[src/rtl/ed25519_sign_ctrl.sv]
// Host-facing controller for an Ed25519 signing core: buffers the three hashes,
// sequences ready/enable/done handshakes with a timeout, and captures the signature.
module ed25519_sign_ctrl #(
  parameter int unsigned TIMEOUT_CYCLES = 1000000
) (
  input  logic         ICLK,
  input  logic         IRST,
  input  logic         IWE,
  input  logic         IRE,
  input  logic [5:0]   IADDR,
  input  logic [31:0]  IWDATA,
  input  logic         ISTART,
  output logic [31:0]  ORDATA,
  output logic         OBUSY,
  output logic         OVALID,
  output logic         OERR,
  output logic         OEN,
  input  logic         IREADY,
  input  logic         IDONE,
  output logic [250:0] OHASHD_KEY,
  output logic [511:0] OHASHD_RAM,
  output logic [511:0] OHASHD_SM,
  input  logic [252:0] ISIGN
);

  localparam int unsigned CNT_W = 20;
  localparam int unsigned BUF_W = 512;
  localparam int unsigned SIG_W = 256;
  localparam int unsigned KEY_W = 251;
  localparam logic [CNT_W-1:0] CNT_LAST = CNT_W'(TIMEOUT_CYCLES - 1);

  typedef enum logic [2:0] {
    S_IDLE,
    S_WAIT_READY,
    S_ISSUE,
    S_WAIT_DONE,
    S_DONE,
    S_ERR
  } state_t;

  state_t             r_state;
  state_t             w_state_nxt;
  logic [CNT_W-1:0]   r_cnt;
  logic [CNT_W-1:0]   w_cnt_nxt;
  logic               r_busy;
  logic               r_valid;
  logic               r_err;
  logic               r_en;
  logic               w_busy_nxt;
  logic               w_valid_nxt;
  logic               w_err_nxt;
  logic               w_en_nxt;
  logic               w_capture;
  logic [BUF_W-1:0]   r_key;
  logic [BUF_W-1:0]   r_ram;
  logic [BUF_W-1:0]   r_sm;
  logic [SIG_W-1:0]   r_sig;
  logic [31:0]        r_rdata;
  logic [31:0]        w_rdata;
  logic               w_wr;
  logic [8:0]         w_bidx;
  logic [7:0]         w_sidx;

  // Key hash is byte-reversed, then three reserved bit groups are dropped.
  function automatic logic [KEY_W-1:0] pack_key(input logic [BUF_W-1:0] k);
    int unsigned ks_i;
    int unsigned k_i;
    pack_key = '0;
    for (int unsigned j = 0; j < KEY_W; j++) begin
      if (j >= 246)    ks_i = j + 261;
      else if (j >= 6) ks_i = j + 258;
      else             ks_i = j + 256;
      k_i = 8 * (63 - ks_i / 8) + ks_i % 8;
      pack_key[8'(j)] = k[9'(k_i)];
    end
  endfunction

  always_ff @(posedge ICLK or posedge IRST) begin
    if (IRST) r_state <= S_IDLE;
    else      r_state <= w_state_nxt;
  end

  always_comb begin
    w_state_nxt = r_state;
    w_cnt_nxt   = r_cnt;
    w_valid_nxt = r_valid;
    w_err_nxt   = r_err;
    w_capture   = 1'b0;
    case (r_state)
      S_IDLE, S_DONE, S_ERR: begin
        if (ISTART) begin
          w_state_nxt = S_WAIT_READY;
          w_valid_nxt = 1'b0;
          w_err_nxt   = 1'b0;
        end
      end
      S_WAIT_READY: begin
        if (IREADY) w_state_nxt = S_ISSUE;
      end
      S_ISSUE: begin
        w_state_nxt = S_WAIT_DONE;
        w_cnt_nxt   = '0;
      end
      S_WAIT_DONE: begin
        // Done takes priority over a timeout landing on the same cycle.
        if (IDONE) begin
          w_state_nxt = S_DONE;
          w_valid_nxt = 1'b1;
          w_capture   = 1'b1;
        end else if (r_cnt == CNT_LAST) begin
          w_state_nxt = S_ERR;
          w_err_nxt   = 1'b1;
        end else begin
          w_cnt_nxt = r_cnt + CNT_W'(1);
        end
      end
      default: w_state_nxt = S_IDLE;
    endcase
    w_busy_nxt = (w_state_nxt == S_WAIT_READY) || (w_state_nxt == S_ISSUE) ||
                 (w_state_nxt == S_WAIT_DONE);
    w_en_nxt   = (w_state_nxt == S_ISSUE);
  end

  assign w_wr   = IWE & ~r_busy;
  assign w_bidx = {IADDR[3:0], 5'b0};
  assign w_sidx = {IADDR[2:0], 5'b0};

  always_comb begin
    w_rdata = '0;
    case (IADDR[5:4])
      2'd0: w_rdata = r_key[w_bidx +: 32];
      2'd1: w_rdata = r_ram[w_bidx +: 32];
      2'd2: w_rdata = r_sm[w_bidx +: 32];
      default: begin
        if (!IADDR[3])             w_rdata = r_sig[w_sidx +: 32];
        else if (IADDR[2:0] == '0) w_rdata = {29'b0, r_err, r_valid, r_busy};
      end
    endcase
  end

  always_ff @(posedge ICLK or posedge IRST) begin
    if (IRST) begin
      r_cnt   <= '0;
      r_busy  <= 1'b0;
      r_valid <= 1'b0;
      r_err   <= 1'b0;
      r_en    <= 1'b0;
      r_key   <= '0;
      r_ram   <= '0;
      r_sm    <= '0;
      r_sig   <= '0;
      r_rdata <= '0;
    end else begin
      r_cnt   <= w_cnt_nxt;
      r_busy  <= w_busy_nxt;
      r_valid <= w_valid_nxt;
      r_err   <= w_err_nxt;
      r_en    <= w_en_nxt;
      if (w_wr) begin
        case (IADDR[5:4])
          2'd0:    r_key[w_bidx +: 32] <= IWDATA;
          2'd1:    r_ram[w_bidx +: 32] <= IWDATA;
          2'd2:    r_sm[w_bidx +: 32]  <= IWDATA;
          default: ;
        endcase
      end
      // Three zero bits are re-inserted where the core's packed form omits them.
      if (w_capture) r_sig <= {ISIGN[252:5], 3'b000, ISIGN[4:0]};
      if (IRE)       r_rdata <= w_rdata;
    end
  end

  assign ORDATA     = r_rdata;
  assign OBUSY      = r_busy;
  assign OVALID     = r_valid;
  assign OERR       = r_err;
  assign OEN        = r_en;
  assign OHASHD_KEY = pack_key(r_key);
  assign OHASHD_RAM = r_ram;
  assign OHASHD_SM  = r_sm;

endmodule

[config.mk]
export PLATFORM = sky130hd
export DESIGN_NAME = ed25519_sign_ctrl
export DESIGN_NICKNAME = d
export VERILOG_FILES = /design/src/rtl/ed25519_sign_ctrl.sv
export SDC_FILE = /design/constraint.sdc
export NUM_CORES = 2
export LEC_CHECK = 0
export CORE_AREA = 4 4 628 630
export DETAILED_ROUTE_END_ITERATION = 10
export DIE_AREA = 0 0 632 634
export GPL_ROUTABILITY_DRIVEN = 0
export PLACE_DENSITY_LB_ADDON = 0.08
export SYNTH_ARGS = -nofsm -noshare
export SYNTH_HDL_FRONTEND = slang
export SYNTH_SLANG_ARGS = --single-unit
[constraint.sdc]
create_clock -name ICLK -period 76.3 [get_ports ICLK]
set_input_delay 11.445 -clock ICLK [delete_from_list [all_inputs] [get_ports ICLK]]
set_output_delay 11.445 -clock ICLK [all_outputs]
set_load 0.01 [all_outputs]
**Word level (Yosys, flattened, before mapping)**

Index checks and enable logic that the tools add are counted.

- Bits in latches: 0
- Register bits: 1848
- Output and inout bits: 1311
- Memory bits (read-only): 0
- Word-level logic and storage cells: 73
- Bits in writable memories: 0
- Memories: 0
- Input port bits: 298

- Add/subtract/negate cells: 2
- Muxes and demuxes: 22
- Bitwise operators: 2
- Order comparisons: 0
- Multiply operators: 0
- Shift operators: 6
- Div/mod/pow operators: 0
- Equality and inequality tests: 16
- Reductions and logical operators: 14

Operator list:

| kind | count |
|---|---|
| $bwmux W512 | 3 |
| $shiftx A512 B10 Y32 | 3 |
| $shift A32 B11 Y512 const A | 1 |
| $shiftx A32 B11 Y512 | 1 |
| $shiftx A256 B9 Y32 | 1 |
| $pmux W32 S3 | 1 |
| $mux W20 | 2 |
| $pmux W20 S2 | 1 |
| $mux W32 | 1 |
| $add A20 B1 Y20 const B | 1 |
| $eq A20 B20 Y1 const B | 1 |
| $mux W3 | 5 |
| $eq A3 B2 Y1 const B | 4 |
| $pmux W3 S4 | 1 |
| $neg A9 Y11 | 1 |
| $ne A2 B2 Y1 const B | 5 |
| $eq A3 B1 Y1 const B | 2 |
| $eq A3 B3 Y1 const B | 2 |
| $logic_not A3 Y1 | 2 |
| $mux W1 | 6 |
| $reduce_and A2 Y1 | 3 |
| $reduce_and A3 Y1 | 2 |
| $pmux W1 S2 | 2 |
| $reduce_and A4 Y1 | 1 |
| other kinds (8) | 10 |

**Logic depth before layout (Yosys ltp)**

- Depth after elaboration: 7
- Gate-level depth with buffers: 16
- Gate-level depth less buffers: 8

**Least setup slack after synthesis**

Ideal clock, no wire load.

- Path type: input to register
- Start: in IADDR[0]
- End: reg r_ram[276] (netlist: OHASHD_RAM[276])
- Library setup time: 0.125 ns
- Buffers on the path: 8
- Arrival: 14.282 ns
- Cell stages on the path: 14
- Slack: 61.893 ns
- Required time: 76.175 ns
- Cells stage by stage: buf_4 -> buf_6 -> buf_6 -> inv_1 -> buf_2 -> buf_1 -> ha_1 -> ha_1 -> a21oi_1 -> buf_2 -> and3_1 -> clkbuf_1 -> buf_2 -> mux2_2

- Word-level cells in the longest chain between the ends: 3
- Elaborated cells between the ends (all ways): 4
- Classes of those cells: add/sub: 1; shift: 2; mux: 1

RTL lines:

| what | line | RTL |
|---|---|---|
| start, declared | 10 | `input logic [5:0] IADDR,` |
| $neg A9 Y11 (*) | 162 | `2'd1: r_ram[w_bidx +: 32] <= IWDATA;` |
| $shiftx A32 B11 Y512 or $shift A32 B11 Y512 (tied branches) | 162 |  |
| $bwmux W512 (*) | 162 |  |
| end signal, assigned | 149 | `r_ram <= '0;` |
| end signal, assigned by index | 162 |  |
| end, declared | 55 | `logic [BUF_W-1:0] r_ram;` |

Mark *: on every way between the ends. The rest lies on a longest branch, timed or not.
A chain may end at the register's enable or synchronous reset.

**Worst setup path in the final report**

- Start: in IADDR[4]
- End: reg r_rdata[1] (netlist: ORDATA[1])

- Word-level cells in the longest chain between the ends: 2
- Elaborated cells between the ends (all ways): 4
- Classes of those cells: eq/ne: 2; mux: 1; reduce/logical: 1

RTL lines:

| what | line | RTL |
|---|---|---|
| $eq A2 B2 Y1, or another cell as far along | 130 | `case (IADDR[5:4])` |
| $pmux W32 S3 (*) | 130 |  |
| end signal, assigned | 169 | `if (IRE) r_rdata <= w_rdata;` |
| end, declared | 58 | `logic [31:0] r_rdata;` |

Marked as above.

==> results.py <==
metrics = {
    "floorplanning": {
        "start_util": 0.218,
        "die_w_um": 632,
        "dieArea_um2": 401000,
        "io_pins": 1609,
        "core_area_um2": 389000,
        "die_h_um": 634,
        "rows": 229,
    },
    "cts": {
        "cts.sink_count": 1848,
        "cts_root_buf": "clkbuf_16",
        "cts_max_level": 4,
        "clk_latency_ns": 0.98,
        "hold_buffers": 0,
        "cts.path.max_buffers": 4,
        "post_cts_resized": 0,
        "cts_made_buffers": 236,
        "cts.clk_slew.worst_paths_ns": 0.06,
        "cts_tree": "yes",
        "post_cts_buffers": 0,
    },
    "sta": {
        "fin_tns_setup_ns": 0,
        "post-route-period-util": 0.212,
        "clock.fmax_mhz": 61.9,
        "whs_ns": 0.478,
        "setup_ws_ns": 60.14,
        "finalSetupViolCount": 0,
        "period_needed_ns": 16.16,
        "tightestPinTransition_ns": 1.60,
        "skew_ns": 0.0908,
        "slew_viol_final": 4,
        "finalHoldViolCount": 0,
        "relSlewSlack": -0.0766,
        "rsz0062_at_grt": "false",
    },
    "pwr": {
        "seq_power_share": 0.405,
        "vdd_drop_max_v": 0.0000200,
        "clkPwrFrac": 0.405,
        "power_density_nw_per_um2": 25.5,
        "intPower_uw": 1980,
        "combinationalPowerShare": 0.189,
        "p_sw_frac": 0.315,
        "p_switching_uw": 907,
        "leakage_uw": 0.0456,
    },
    "yosys": {
        "yosysWarningCount": 0,
        "synth-async-reset-ratio": 1.00,
        "synth_ff_type": "dfrtp_1",
        "syn-num-nets": 8344,
        "ys_ff_latch": 1848,
        "syn_area_um2": 84700,
        "synth_area_per_cell_um2": 10.5,
        "postSynthCellCount": 8036,
        "yosysSeqAreaShare": 0.546,
        "synth_cell_types": 81,
        "synth_edf_count": 0,
    },
    "grt": {
        "antenna_found_initial": 98,
        "grt_max_degree": 161,
        "grt_overflow": 0,
        "grt_pass1_vias": 72200,
        "grt_pass1_wl_mm": 795,
        "grtUsageTotal": 0.298,
    },
    "layout": {
        "syn2layout_area_growth_pct": 33.1,
        "final_common_cell": "dfrtp_1",
        "nNetsFinal": 9442,
        "stdcell_count": 14600,
        "final_cell_mix": "dfrtp_1 (1848), clkdlybuf4s50_1 (1577), nand2_1 (1318)",
        "drive_gt1_frac": 0.164,
        "fin_util": 0.290,
    },
    "placement": {
        "port_buffers": 1608,
        "dp.final_hpwl_mm": 465,
        "pre_cts_ws_ns": 59.47,
        "dp.cells": 14100,
    },
    "setup_path": {
        "worst_setup_path_start_kind": "input port",
        "cp.required_ns": 77.07,
        "r2r-end": "OHASHD_SM[199]",
        "rr_worst_depth": 4,
        "reg2reg_slack_ns": 72.59,
        "path_max_fanout": 80,
        "critPathKind": "in2reg",
        "cp.arrival_ns": 16.93,
        "regToRegStartpoint": "OBUSY",
        "critPathLaunch": "IADDR[4]",
        "critPathCaptureType": "flop",
    },
    "outcome": {
        "violations": "capacitance limit, slew limit",
        "status": "finished with violations",
    },
    "detailed_routing": {
        "drt_pass1_iterations": 6,
        "drc_errors": 0,
        "antenna_left": 0,
        "wirelength_mm": 620,
        "vias": 75100,
        "vias_per_cell": 5.16,
        "drt_iter0_drc": 7913,
        "post_drt_wl_per_cell_um": 42.6,
    },
    "hold_path": {
        "hold_class": "reg2reg",
        "whs_path_depth": 2,
        "hold_start": "r_key[448]",
        "hold_end": "r_key[448]",
    },
    "run": {
        "cap_violations": 2,
    },
}
## how the worst max path moves through the flow
stage	cells after the start	to	slack [ns]
floorplan	1	OBUSY	12.68
global placement	7	OHASHD_RAM[99]	59.51
detailed placement	7	OHASHD_RAM[99]	59.47
CTS	7	r_sig[103]	60.50
global route	7	OHASHD_SM[69]	60.04
finish	12	ORDATA[1]	60.14
## registers in the layout (all words and copies together), names as in the netlist
signal      cells
OBUSY           1
OEN             1
OERR            1
OHASHD_RAM    512
OHASHD_SM     512
ORDATA         32
OVALID          1
r_cnt          20
r_key         512
r_sig         253
r_state         3
## kinds of logic after synthesis
family,after synthesis,synth area share
AO/OA/AOI/OAI,2364,0.171
AND/OR/NAND/NOR,1985,0.0982
flip-flops,1848,0.546
buffers and inverters,985,0.0591
multiplexers,831,0.123
XOR/XNOR,13,0.00156
adder cells (fa/ha/maj),10,0.00148
## per-layer routing
metal / GRT usage / up-vias / part of all wire
met5: 0 / - / 0.000058
met4: 0.119 / 6 / 0.048
met3: 0.0571 / 662 / 0.070
met2: 0.471 / 3493 / 0.45
met1: 0.402 / 40000 / 0.43
li1: - / 31000 / -
## power by group through the flow
stage          combinational, uW  clock [uW]  sequential [uW]
2_1_floorplan                258           0             1160
3_3_place_gp                 545           0             1180
3_5_place_dp                 553           0             1180
4_1_cts                      554        1190             1170
5_1_grt                      572        1230             1180
6_report                     546        1170             1170
## synth_stat cells, types with 34 or more instances
cell type / count / area [um^2]
buf_1: 102 / 383
o22ai_1: 35 / 219
buf_2: 208 / 1040
mux2_2: 633 / 7130
clkbuf_1: 386 / 1450
buf_4: 264 / 1980
a221oi_1: 192 / 1680
nand3_1: 172 / 861
nand2_1: 1329 / 4990
mux4_2: 103 / 2320
o21ai_1: 115 / 576
o31ai_1: 34 / 255
a211oi_1: 71 / 533
mux2i_1: 80 / 801
a21oi_1: 232 / 1160
dfrtp_1: 1848 / 46200
a22o_1: 48 / 420
o21ai_0: 1170 / 5860
nor2_1: 244 / 916
nor3_1: 103 / 515
a22oi_1: 250 / 1880
## layout make-up
| cell class | count | area (um^2) |
|---|---|---|
| Multi-Input combinational cell | 5203 | 34300 |
| Tap cell | 5197 | 6500 |
| Fill cell | 40400 | 276000 |
| Timing Repair Buffer | 1830 | 17800 |
| Antenna cell | 29 | 72.6 |
| Clock inverter | 75 | 880 |
| Clock buffer | 355 | 6960 |
| Sequential cell | 1848 | 46200 |
| Inverter | 15 | 87.6 |
## worst max-delay path, cell delays in order
cell             delay [ns]
clkdlybuf4s50_1        0.63
inv_1                  0.18
ha_4                   0.31
buf_12                 0.24
buf_4                  0.45
buf_4                  0.36
a22oi_1                1.08
o32ai_1                0.23
nor3_1                 1.17
nor2_1                 0.08
o32ai_1                0.31
a21oi_1                0.10
## metrics by stage
| step | cell area [um^2] | total power, uW |
|---|---|---|
| final | 113000 | 2880 |
| after global placement | 105000 | 1720 |
| after detailed placement | 105000 | 1740 |
| after floorplan | 84700 | 1420 |
| after CTS | 113000 | 2910 |
| after global routing | 113000 | 2980 |
No activity file was read; power rests on OpenSTA's default activity.
